<file path="src/rtl/window_tile_fetcher_pkg.sv">
// window_pkg: shared types, default geometry and the map address builder
// for the window trigger / tile-map address generator.
//
// Contents:
//   win_state_e    - fetcher ownership state (IDLE, START, ACTIVE)
//   DEF_*          - default parameter values for window_tile_fetcher
//   build_map_addr - packs {base, sel, row, col} into one address word
package window_pkg;

  typedef enum logic [1:0] {
    IDLE   = 2'd0,
    START  = 2'd1,
    ACTIVE = 2'd2
  } win_state_e;

  localparam int unsigned DEF_NUM_WIN   = 1;
  localparam int unsigned DEF_X_W       = 8;
  localparam int unsigned DEF_Y_W       = 8;
  localparam int unsigned DEF_COL_W     = 5;
  localparam int unsigned DEF_ROW_W     = 5;
  localparam int unsigned DEF_TILE_LOG2 = 3;
  localparam int unsigned DEF_ADDR_W    = 13;
  localparam logic [1:0]  DEF_BASE_HI   = 2'b11;

  // The result is 32 bits wide; callers truncate to their own address
  // width. Fields are assumed already masked to row_w / col_w bits.
  function automatic logic [31:0] build_map_addr(
    input logic [31:0] base,
    input logic        sel,
    input logic [31:0] row,
    input logic [31:0] col,
    input int unsigned row_w,
    input int unsigned col_w
  );
    logic [31:0] addr;
    addr = (base << (row_w + col_w + 1))
         | (32'(sel) << (row_w + col_w))
         | (row << col_w)
         | col;
    return addr;
  endfunction

endpackage

</file>
<file path="src/rtl/window_tile_fetcher_channel.sv">
// window_channel: per-window state for the window tile fetcher.
//
// Tracks whether the window's start row has been reached this frame
// (y_hit), whether the window owned the fetcher during the current line
// (used), and the window-relative line counter.
//
// Ports:
//   clk, reset    - clock and synchronous active-high reset
//   frame_start   - clears all channel state
//   line_start    - advances line_cnt if used, then clears used
//   en            - window enable
//   h, v          - current pixel X / line
//   x, y          - window start position
//   set_used      - this channel won the trigger this cycle
//   match         - enabled, start row reached and h == x
//   line_cnt      - window-relative line counter
module window_channel
  import window_pkg::*;
#(
  parameter int unsigned X_W = DEF_X_W,
  parameter int unsigned Y_W = DEF_Y_W
) (
  input  logic           clk,
  input  logic           reset,
  input  logic           frame_start,
  input  logic           line_start,
  input  logic           en,
  input  logic [X_W-1:0] h,
  input  logic [Y_W-1:0] v,
  input  logic [X_W-1:0] x,
  input  logic [Y_W-1:0] y,
  input  logic           set_used,
  output logic           match,
  output logic [Y_W-1:0] line_cnt
);

  logic y_hit;
  logic used;

  always_ff @(posedge clk) begin
    if (reset || frame_start) begin
      y_hit    <= 1'b0;
      used     <= 1'b0;
      line_cnt <= '0;
    end else begin
      if (en && (v == y)) begin
        y_hit <= 1'b1;
      end
      // A trigger never coincides with line_start (the top drops it), so
      // the set_used branch only matters mid-line.
      if (line_start) begin
        if (used) begin
          line_cnt <= line_cnt + 1'b1;
        end
        used <= 1'b0;
      end else if (set_used) begin
        used <= 1'b1;
      end
    end
  end

  always_comb begin
    match = en && y_hit && (h == x);
  end

endmodule

</file>
<file path="src/rtl/window_tile_fetcher.sv">
// window_tile_fetcher: window trigger and tile-map address generator.
//
// NUM_WIN window channels with fixed priority (index 0 highest). When the
// fetcher is idle and a window's start row has been reached, the window
// whose X position equals the pixel counter takes ownership; the fetcher
// then receives the tile-map address for that window until the line ends.
//
// Ports:
//   clk2, reset_video2 - video clock, synchronous active-high reset
//   frame_start        - vblank pulse, clears all window state
//   line_start         - start-of-line pulse, ends window ownership
//   h, v               - current pixel X / line
//   win_en/x/y/map_sel - per-window enable, start position, map select
//   fetch_req          - map entry consumed, advance the column
//   win_start          - one-cycle pulse when a window takes ownership
//   win_active         - a window owns the fetcher
//   win_id             - index of the owning window
//   map_addr           - {BASE_HI, map_sel[id], row, col}
//   fine_y             - line within the current tile row
module window_tile_fetcher
  import window_pkg::*;
#(
  parameter int unsigned NUM_WIN   = DEF_NUM_WIN,
  parameter int unsigned X_W       = DEF_X_W,
  parameter int unsigned Y_W       = DEF_Y_W,
  parameter int unsigned COL_W     = DEF_COL_W,
  parameter int unsigned ROW_W     = DEF_ROW_W,
  parameter int unsigned TILE_LOG2 = DEF_TILE_LOG2,
  parameter int unsigned ADDR_W    = DEF_ADDR_W,
  parameter logic [ADDR_W-COL_W-ROW_W-2:0] BASE_HI = DEF_BASE_HI,
  localparam int unsigned WID_W = (NUM_WIN > 1) ? $clog2(NUM_WIN) : 1
) (
  input  logic                   clk2,
  input  logic                   reset_video2,
  input  logic                   frame_start,
  input  logic                   line_start,
  input  logic [X_W-1:0]         h,
  input  logic [Y_W-1:0]         v,
  input  logic [NUM_WIN-1:0]     win_en,
  input  logic [NUM_WIN*X_W-1:0] win_x,
  input  logic [NUM_WIN*Y_W-1:0] win_y,
  input  logic [NUM_WIN-1:0]     map_sel,
  input  logic                   fetch_req,
  output logic                   win_start,
  output logic                   win_active,
  output logic [WID_W-1:0]       win_id,
  output logic [ADDR_W-1:0]      map_addr,
  output logic [TILE_LOG2-1:0]   fine_y
);

  localparam int unsigned BASE_W = ADDR_W - 1 - ROW_W - COL_W;
  localparam logic [ADDR_W-1:0] RESET_ADDR =
    {BASE_HI, {(ADDR_W - BASE_W){1'b0}}};

  logic [NUM_WIN-1:0] match;
  logic [NUM_WIN-1:0] grant;
  logic [Y_W-1:0]     line_cnt [NUM_WIN];

  win_state_e     state, state_n;
  logic [COL_W-1:0] col, col_n;
  logic [WID_W-1:0] id_n;
  logic [WID_W-1:0] winner;
  logic             any_match;
  logic             trigger;
  logic             cur_en;
  logic             sel_n;
  logic [Y_W-1:0]   cnt_n;
  logic [ROW_W-1:0] row_n;
  logic [ADDR_W-1:0] addr_n;

  for (genvar i = 0; i < NUM_WIN; i++) begin : g_ch
    window_channel #(
      .X_W (X_W),
      .Y_W (Y_W)
    ) u_ch (
      .clk         (clk2),
      .reset       (reset_video2),
      .frame_start (frame_start),
      .line_start  (line_start),
      .en          (win_en[i]),
      .h           (h),
      .v           (v),
      .x           (win_x[i*X_W +: X_W]),
      .y           (win_y[i*Y_W +: Y_W]),
      .set_used    (grant[i]),
      .match       (match[i]),
      .line_cnt    (line_cnt[i])
    );
  end

  // Scan from the top index down so the lowest matching index is the
  // last assignment and therefore wins.
  always_comb begin
    winner    = '0;
    any_match = 1'b0;
    for (int unsigned i = NUM_WIN; i > 0; i--) begin
      if (match[i-1]) begin
        winner    = WID_W'(i - 1);
        any_match = 1'b1;
      end
    end
  end

  always_comb begin
    cur_en = 1'b0;
    for (int unsigned i = 0; i < NUM_WIN; i++) begin
      if (win_id == WID_W'(i)) begin
        cur_en = win_en[i];
      end
    end
  end

  // Next-state, column and ownership; event priority is frame_start,
  // line_start, abort, trigger, fetch_req.
  always_comb begin
    state_n    = state;
    col_n      = col;
    id_n       = win_id;
    trigger    = 1'b0;
    win_start  = (state == START);
    win_active = (state != IDLE);
    if (frame_start) begin
      state_n = IDLE;
      col_n   = '0;
    end else if (line_start) begin
      state_n = IDLE;
    end else if ((state != IDLE) && !cur_en) begin
      state_n = IDLE;
      col_n   = '0;
    end else begin
      unique case (state)
        IDLE: begin
          if (any_match) begin
            trigger = 1'b1;
            state_n = START;
            col_n   = '0;
            id_n    = winner;
          end
        end
        START: begin
          state_n = ACTIVE;
          if (fetch_req) begin
            col_n = col + 1'b1;
          end
        end
        ACTIVE: begin
          if (fetch_req) begin
            col_n = col + 1'b1;
          end
        end
        default: state_n = IDLE;
      endcase
    end
  end

  // line_cnt only changes on line_start/frame_start, both of which force
  // IDLE, so the current count is the right one whenever state_n owns.
  always_comb begin
    grant = '0;
    sel_n = 1'b0;
    cnt_n = '0;
    for (int unsigned i = 0; i < NUM_WIN; i++) begin
      grant[i] = trigger && (winner == WID_W'(i));
      if (id_n == WID_W'(i)) begin
        sel_n = map_sel[i];
        cnt_n = line_cnt[i];
      end
    end
    row_n  = cnt_n[TILE_LOG2 +: ROW_W];
    addr_n = ADDR_W'(build_map_addr(32'(BASE_HI), sel_n, 32'(row_n),
                                    32'(col_n), ROW_W, COL_W));
  end

  always_ff @(posedge clk2) begin
    if (reset_video2) begin
      state <= IDLE;
    end else begin
      state <= state_n;
    end
  end

  always_ff @(posedge clk2) begin
    if (reset_video2) begin
      col      <= '0;
      win_id   <= '0;
      map_addr <= RESET_ADDR;
      fine_y   <= '0;
    end else begin
      col    <= col_n;
      win_id <= id_n;
      if (state_n != IDLE) begin
        map_addr <= addr_n;
        fine_y   <= cnt_n[TILE_LOG2-1:0];
      end
    end
  end

endmodule

</file>
<file path="config.mk">
export PLATFORM = sky130hd
export DESIGN_NAME = window_tile_fetcher
export DESIGN_NICKNAME = d
export VERILOG_FILES = /design/src/rtl/window_tile_fetcher_pkg.sv /design/src/rtl/window_tile_fetcher_channel.sv /design/src/rtl/window_tile_fetcher.sv
export SDC_FILE = /design/constraint.sdc
export NUM_CORES = 1
export LEC_CHECK = 0
export ABC_AREA = 1
export CAP_MARGIN = 20
export CORE_UTILIZATION = 48
export DETAILED_ROUTE_END_ITERATION = 6
export PLACE_DENSITY = 0.86
export SETUP_SLACK_MARGIN = 0.4
export SKIP_LAST_GASP = 1
export SLEW_MARGIN = 20
export SYNTH_ARGS = -nofsm -noshare
export SYNTH_HDL_FRONTEND = slang
export SYNTH_SLANG_ARGS = --single-unit
export TNS_END_PERCENT = 30
</file>
<file path="constraint.sdc">
create_clock -name clk2 -period 1.95 [get_ports clk2]
set_input_delay 0.39 -clock clk2 [delete_from_list [all_inputs] [get_ports clk2]]
set_output_delay 0.39 -clock clk2 [all_outputs]
set_load 0.01 [all_outputs]
</file>
Word-level counts from Yosys, hierarchy flattened
Cells that the tools add are included.
{"block": "totals", "regBits": 34, "in_bits": 39, "out_inout_bits": 19, "wordCells": 53}
{"block": "classes", "add_sub_neg": 2, "eq_ne": 4, "mux": 25, "n_bitwise": 2, "reduce_logical": 12}
{"operator": "2-to-1 mux 5 bit", "count": 5}
{"operator": "equality test 8 bit", "count": 2}
{"operator": "2-to-1 mux 1 bit", "count": 13}
{"operator": "OR 13 x 10 -> 13 bit", "count": 1}
{"operator": "OR 13 x 5 -> 13 bit", "count": 1}
{"operator": "one-hot mux 5 bit (2 select lines)", "count": 1}
{"operator": "adder 8 x 1 -> 8 bit, second input constant", "count": 1}
{"operator": "2-to-1 mux 2 bit", "count": 4}
{"operator": "2-to-1 mux 8 bit", "count": 1}
{"operator": "one-hot mux 2 bit (3 select lines)", "count": 1}
{"operator": "adder 5 x 1 -> 5 bit, second input constant", "count": 1}
{"operator": "logical AND 1 bit", "count": 4}
{"operator": "nonzero test 2 bit", "count": 2}
{"operator": "OR reduction 2 bit", "count": 2}
{"operator": "equality test 2 x 1 -> 1 bit, second input constant", "count": 1}
{"operator": "equality test 2 bit, second input constant", "count": 1}
{"operator": "zero test 2 bit", "count": 1}
{"operator": "AND reduction 2 bit", "count": 1}
{"operator": "zero test 1 bit", "count": 1}
{"operator": "logical OR 1 bit", "count": 1}

Depth between registers and ports, before layout
{"block": "depth", "word_depth": 11, "ltp_mapped": 14, "ltp_nobuf": 13}

Cells and area by module
A second synthesis with hierarchy kept.
{"block": "hier_totals", "hier_cells": 270, "hier_area_um2": 1851.8}
{"mod": "window_tile_fetcher", "n_inst": 1, "cells_each": 155, "area_each_um2": 1149.9, "seq_area_each_um2": 440.4}
{"mod": "window_channel", "n_inst": 1, "cells_each": 115, "area_each_um2": 701.9, "seq_area_each_um2": 200.2}

Worst setup path before layout
OpenSTA, ideal clock, no wires.
{"block": "synth_path", "kind": "register -> register", "start": "register state[0]", "end": "register map_addr[10]", "setup_ns": 0.113, "t_arrival_ns": 1.478, "required_time_ns": 1.837, "path_slack_ns": 0.359, "path_stages_with_launch": 12, "n_path_buf": 2, "synth_period_minus_slack_ns": 1.591, "cell_sequence": "dfxtp_1 > inv_1 > ha_1 > buf_2 > nor2_1 > nor3_2 > nand2_4 > nand2_4 > buf_6 > nand2_1 > nand2_1 > nor2_1"}
{"block": "synth_via", "elab_chain_len": 8, "elab_cells_between_ends": 18, "classes_between": "eq/ne: 2; mux: 10; bitwise: 2; reduce/logical: 4"}
{"element": "start: declaration", "line": "window_tile_fetcher.sv:59", "rtl": "win_state_e state, state_n;"}
{"element": "start signal: assignment", "line": "window_tile_fetcher.sv:178", "rtl": "state <= state_n;"}
{"element": "zero test 2 bit or nonzero test 2 bit (tied branches)", "line": "window_tile_fetcher.sv:131, window_tile_fetcher.sv:127"}
{"element": "2-to-1 mux 1 bit or logical AND 1 bit (tied branches)", "line": "window_tile_fetcher.sv:131, window_tile_fetcher.sv:127"}
{"element": "2-to-1 mux 1 bit", "line": "window_tile_fetcher.sv:127", "rtl": "end else if ((state != IDLE) && !cur_en) begin"}
{"element": "2-to-1 mux 1 bit", "line": "window_tile_fetcher.sv:125", "rtl": "end else if (line_start) begin"}
{"element": "2-to-1 mux 1 bit", "line": "window_tile_fetcher.sv:122", "rtl": "if (frame_start) begin"}
{"element": "2-to-1 mux 1 bit", "line": "window_tile_fetcher.sv:164", "rtl": "if (id_n == WID_W'(i)) begin"}
{"element": "OR 13 x 10 -> 13 bit", "line": "window_tile_fetcher_pkg.sv:38", "rtl": "| (row << col_w)"}
{"element": "OR 13 x 5 -> 13 bit", "line": "window_tile_fetcher_pkg.sv:39", "rtl": "| col;"}
{"element": "end signal: assignment", "line": "window_tile_fetcher.sv:192", "rtl": "map_addr <= addr_n;"}
{"element": "end: declaration", "line": "window_tile_fetcher.sv:47", "rtl": "output logic [ADDR_W-1:0] map_addr,"}
Several ways; a longest one is shown, not always the timed one.
A chain may end at the register's enable or synchronous reset.

Worst setup path in the final report
{"block": "layout_path", "start": "input win_en", "end": "register map_addr[6]"}
{"block": "layout_via", "elab_chain_len": 11, "elab_cells_between_ends": 20, "classes_between": "mux: 13; bitwise: 2; reduce/logical: 5"}
{"element": "start: declaration", "line": "window_tile_fetcher.sv:39", "rtl": "input logic [NUM_WIN-1:0] win_en,"}
{"element": "logical AND 1 bit (2 in a row)", "line": "window_tile_fetcher_channel.sv:63", "rtl": "match = en && y_hit && (h == x);"}
{"element": "2-to-1 mux 1 bit", "line": "window_tile_fetcher.sv:97", "rtl": "if (match[i-1]) begin"}
{"element": "2-to-1 mux 1 bit", "line": "window_tile_fetcher.sv:133", "rtl": "if (any_match) begin"}
{"element": "2-to-1 mux 1 bit", "line": "window_tile_fetcher.sv:131", "rtl": "unique case (state)"}
{"element": "2-to-1 mux 1 bit", "line": "window_tile_fetcher.sv:127"}
{"element": "2-to-1 mux 1 bit", "line": "window_tile_fetcher.sv:125"}
{"element": "2-to-1 mux 1 bit", "line": "window_tile_fetcher.sv:122"}
{"element": "2-to-1 mux 8 bit", "line": "window_tile_fetcher.sv:164"}
{"element": "OR 13 x 10 -> 13 bit", "line": "window_tile_fetcher_pkg.sv:38"}
{"element": "OR 13 x 5 -> 13 bit", "line": "window_tile_fetcher_pkg.sv:39"}
Several ways; a longest one is shown, not always the timed one.

==> metrics.yaml <==
dp_hpwl_um: 3820
placed_area_mm2: 0.00276
hold_ws_ns: 0.468
h-tree-depth: 2
r2r_setup_slack_ns: 0.28
synth_xor_area_frac: 0.0301
synth_compound_area_frac: 0.0933
clk_latency_ns: 0.29
clockPowerShare: 0.437
synthMuxAreaShare: 0
gp_congestion: 0.840
cts_made_buffers: 5
final_cell_mix: "97 x nand2_1, 51 x inv_1, 45 x nor2_1"
status: "finished, final reports clean"
cp_data_required_time_ns: 2.17
cts_sinks: 32
crit_chain: "dlygate4sd2_1, nand2_2, a21oi_2, nand3_2, nor2_4, buf_6, nand4_1, nand2_2, nand2_1, nand2_1, nand2_1, nor2_1"
synth_fa_ha_area_frac: 0.0368
final_cells: 489
setup-violations-final: 0
nNetsFinal: 483
detail_route.wl_per_cell_um: 14.9
cp_data_arrival_time_ns: 1.90
ios: 58
die_w_um: 67.2
fin_crit_sh: 0.859
path_max_fanout: 5
maxSlewViolCount: 0
clockRootBuffer: "clkbuf_8"
antenna_found_initial: 0
vdd_drop_max_v: 0.000499
p_comb_frac: 0.152
ant_nets: 0
grt_use_met2: 0.544
yosysUniqueCellTypes: 29
clk_pin_slew_worst_paths_ns: 0.07
netlist_instances: 339
syn_to_final_growth_pct: 60.0
power_frac_seq: 0.411
critPathTopFamily: "simple AND/OR/NAND/NOR gates"
yosys_warnings: 0
postSynthAreaPerCell_um2: 6.01
p_int_mw: 1.22
drv_cap: 0
final_common_cell: "nand2_1"
power_mw: 1.60
path_class: "primary input to flip-flop"
syn_area_mm2: 0.00204
cp-start-kind: "primary input"
crit_top_cell: "nand2_1"
p_sw_uw: 378
vias: 2672
hold_class: "flip-flop to flip-flop"
cts_tree: "built"
grt_pass1_vias: 2440
multi_input_area_mm2: 0.00136
rsz0062_at_grt: "yes"
leakage_nw: 1.56
antennaDiodeCount: 0
endpoint_kind: "flip-flop"
grt_max_degree: 15
ys_seq_area_frac: 0.314
drc_errors: 0
synth_top_family_by_area: "simple AND/OR/NAND/NOR gates"
skew_ns: 0.00263
num_rows: 23
numPortBuffers: 55
register_area_um2: 659
met1_usage: 0.324
grt_pass1_wl_um: 10200
powerDensity_mw_per_mm2: 490
core_mm2: 0.00403
use_met3: 0.0659
layout-drive-gt1-share: 0.269
grt_usage: 0.298
final.min_clock_period_ns: 1.68
stdcell_area_mm2: 0.00326
n_fill_cell: 254
synth-seq-cells: 32
start_util: 0.506
die_h_um: 67.2
top_usage_layer: "met2"
swShare: 0.237
max_freq_mhz: 597
grt_overflow: 0
path_buf_inv: 2
via_per_inst: 5.46
die_area_mm2: 0.00451
place_inst: 456
finalWirelength_um: 7280
drtIter0Drc: 333
dr.pass1.iters: 5
clock_path_buffers: 2
hold_violations: 0
slowest_delay_ns: 0.24
yosys.area_share.simple: 0.390
crit_slowest_cell: "dlygate4sd2_1"
[per-stage QoR]
step / worst slack, ns / utilization / setup TNS, ns
4_1_cts: 0.223 / 0.760 / 0
2_1_floorplan: 0.411 / - / 0
3_5_place_dp: -0.209 / 0.684 / -2.85
3_3_place_gp: -0.0977 / 0.684 / -1.27
6_report: 0.275 / 0.810 / 0
5_1_grt: 0.154 / 0.810 / 0
[flip-flops by register name (all words and copies together) (netlist names)]
signal,count
col,5
fine_y,3
g_ch.u_ch.line_cnt,8
g_ch.u_ch.used,1
g_ch.u_ch.y_hit,1
map_addr,11
state,2
win_id,1
[power by group through the flow]
stage | Sequential (mW) | Combinational [mW] | Clock [mW]
2_1_floorplan | 0.674 | 0.0958 | 0
3_3_place_gp | 0.675 | 0.206 | 0
3_5_place_dp | 0.675 | 0.212 | 0
4_1_cts | 0.658 | 0.214 | 0.696
5_1_grt | 0.657 | 0.265 | 0.737
6_report | 0.658 | 0.243 | 0.699
[cells by family after synthesis]
group                      Yosys count
adders and majority gates            6
DFF                                 32
and+or+nand+nor                    191
other                                1
AOI/OAI and AO/OA                   36
buffers and inverters               66
xor gates and xnor gates             7
[worst min-delay path, cell delays in order (launching register included)]
cell     delay [ns]
dfxtp_2        0.33
inv_1          0.05
a21oi_1        0.05
[layer usage]
metal | routed length (um) | share of wire
met5 | 0 | 0
met4 | 352 | 0.048
met3 | 567 | 0.078
met2 | 3640 | 0.50
met1 | 2720 | 0.37
[synth_stat cells]
master	n	area [um2]
nand3_1	11	55.1
conb_1	1	3.75
a21oi_1	21	105
dfxtp_1	32	641
xor2_1	5	43.8
a31oi_1	2	12.5
and3_1	2	12.5
buf_4	2	15.0
buf_2	2	10.0
nor2_1	48	180
clkbuf_1	1	3.75
nor4_1	1	6.26
ha_1	6	75.1
nor3b_1	1	7.51
xnor2_1	2	17.5
buf_6	2	22.5
nor2_2	2	12.5
inv_1	58	218
o21ai_0	11	55.1
or2_2	1	6.26
a21oi_2	2	17.5
nor3_2	1	10.0
nand2_4	2	22.5
nand2_1	110	413
nand2_2	3	18.8
buf_1	1	3.75
and2_1	1	6.26
nand4_1	3	18.8
nor3_1	5	25.0
[final cells by class]
| type | instances | area share |
|---|---|---|
| clock buffer | 7 | 0.0295 |
| clock inverter | 1 | 0.00921 |
| inverter | 58 | 0.0690 |
| multi-input combinational | 245 | 0.415 |
| sequential | 32 | 0.202 |
| tap | 50 | 0.0192 |
| timing repair buffer | 96 | 0.255 |
[final timing paths]
| check | depth (start not counted) | from | endpoint |
|---|---|---|---|
| worst min-delay path | 2 | g_ch[0].u_ch.y_hit | g_ch[0].u_ch.y_hit |
| worst min register to register | 2 | g_ch[0].u_ch.y_hit | g_ch[0].u_ch.y_hit |
| worst max-delay path | 12 | win_en | map_addr[6] |
| worst max register to register | 11 | g_ch[0].u_ch.y_hit | map_addr[6] |
[what timing repair did]
action                                  in CTS  in global routing
pin swaps                                   31                 17
cloned                                       3                  0
endpoints found under the hold margin        0                  0
gates resized for setup                     78                 45
hold buffers                                 0                  0
buffers inserted                            15                  7
endpoints found under the setup margin      32                 40
(Power assumes the default switching activity.)
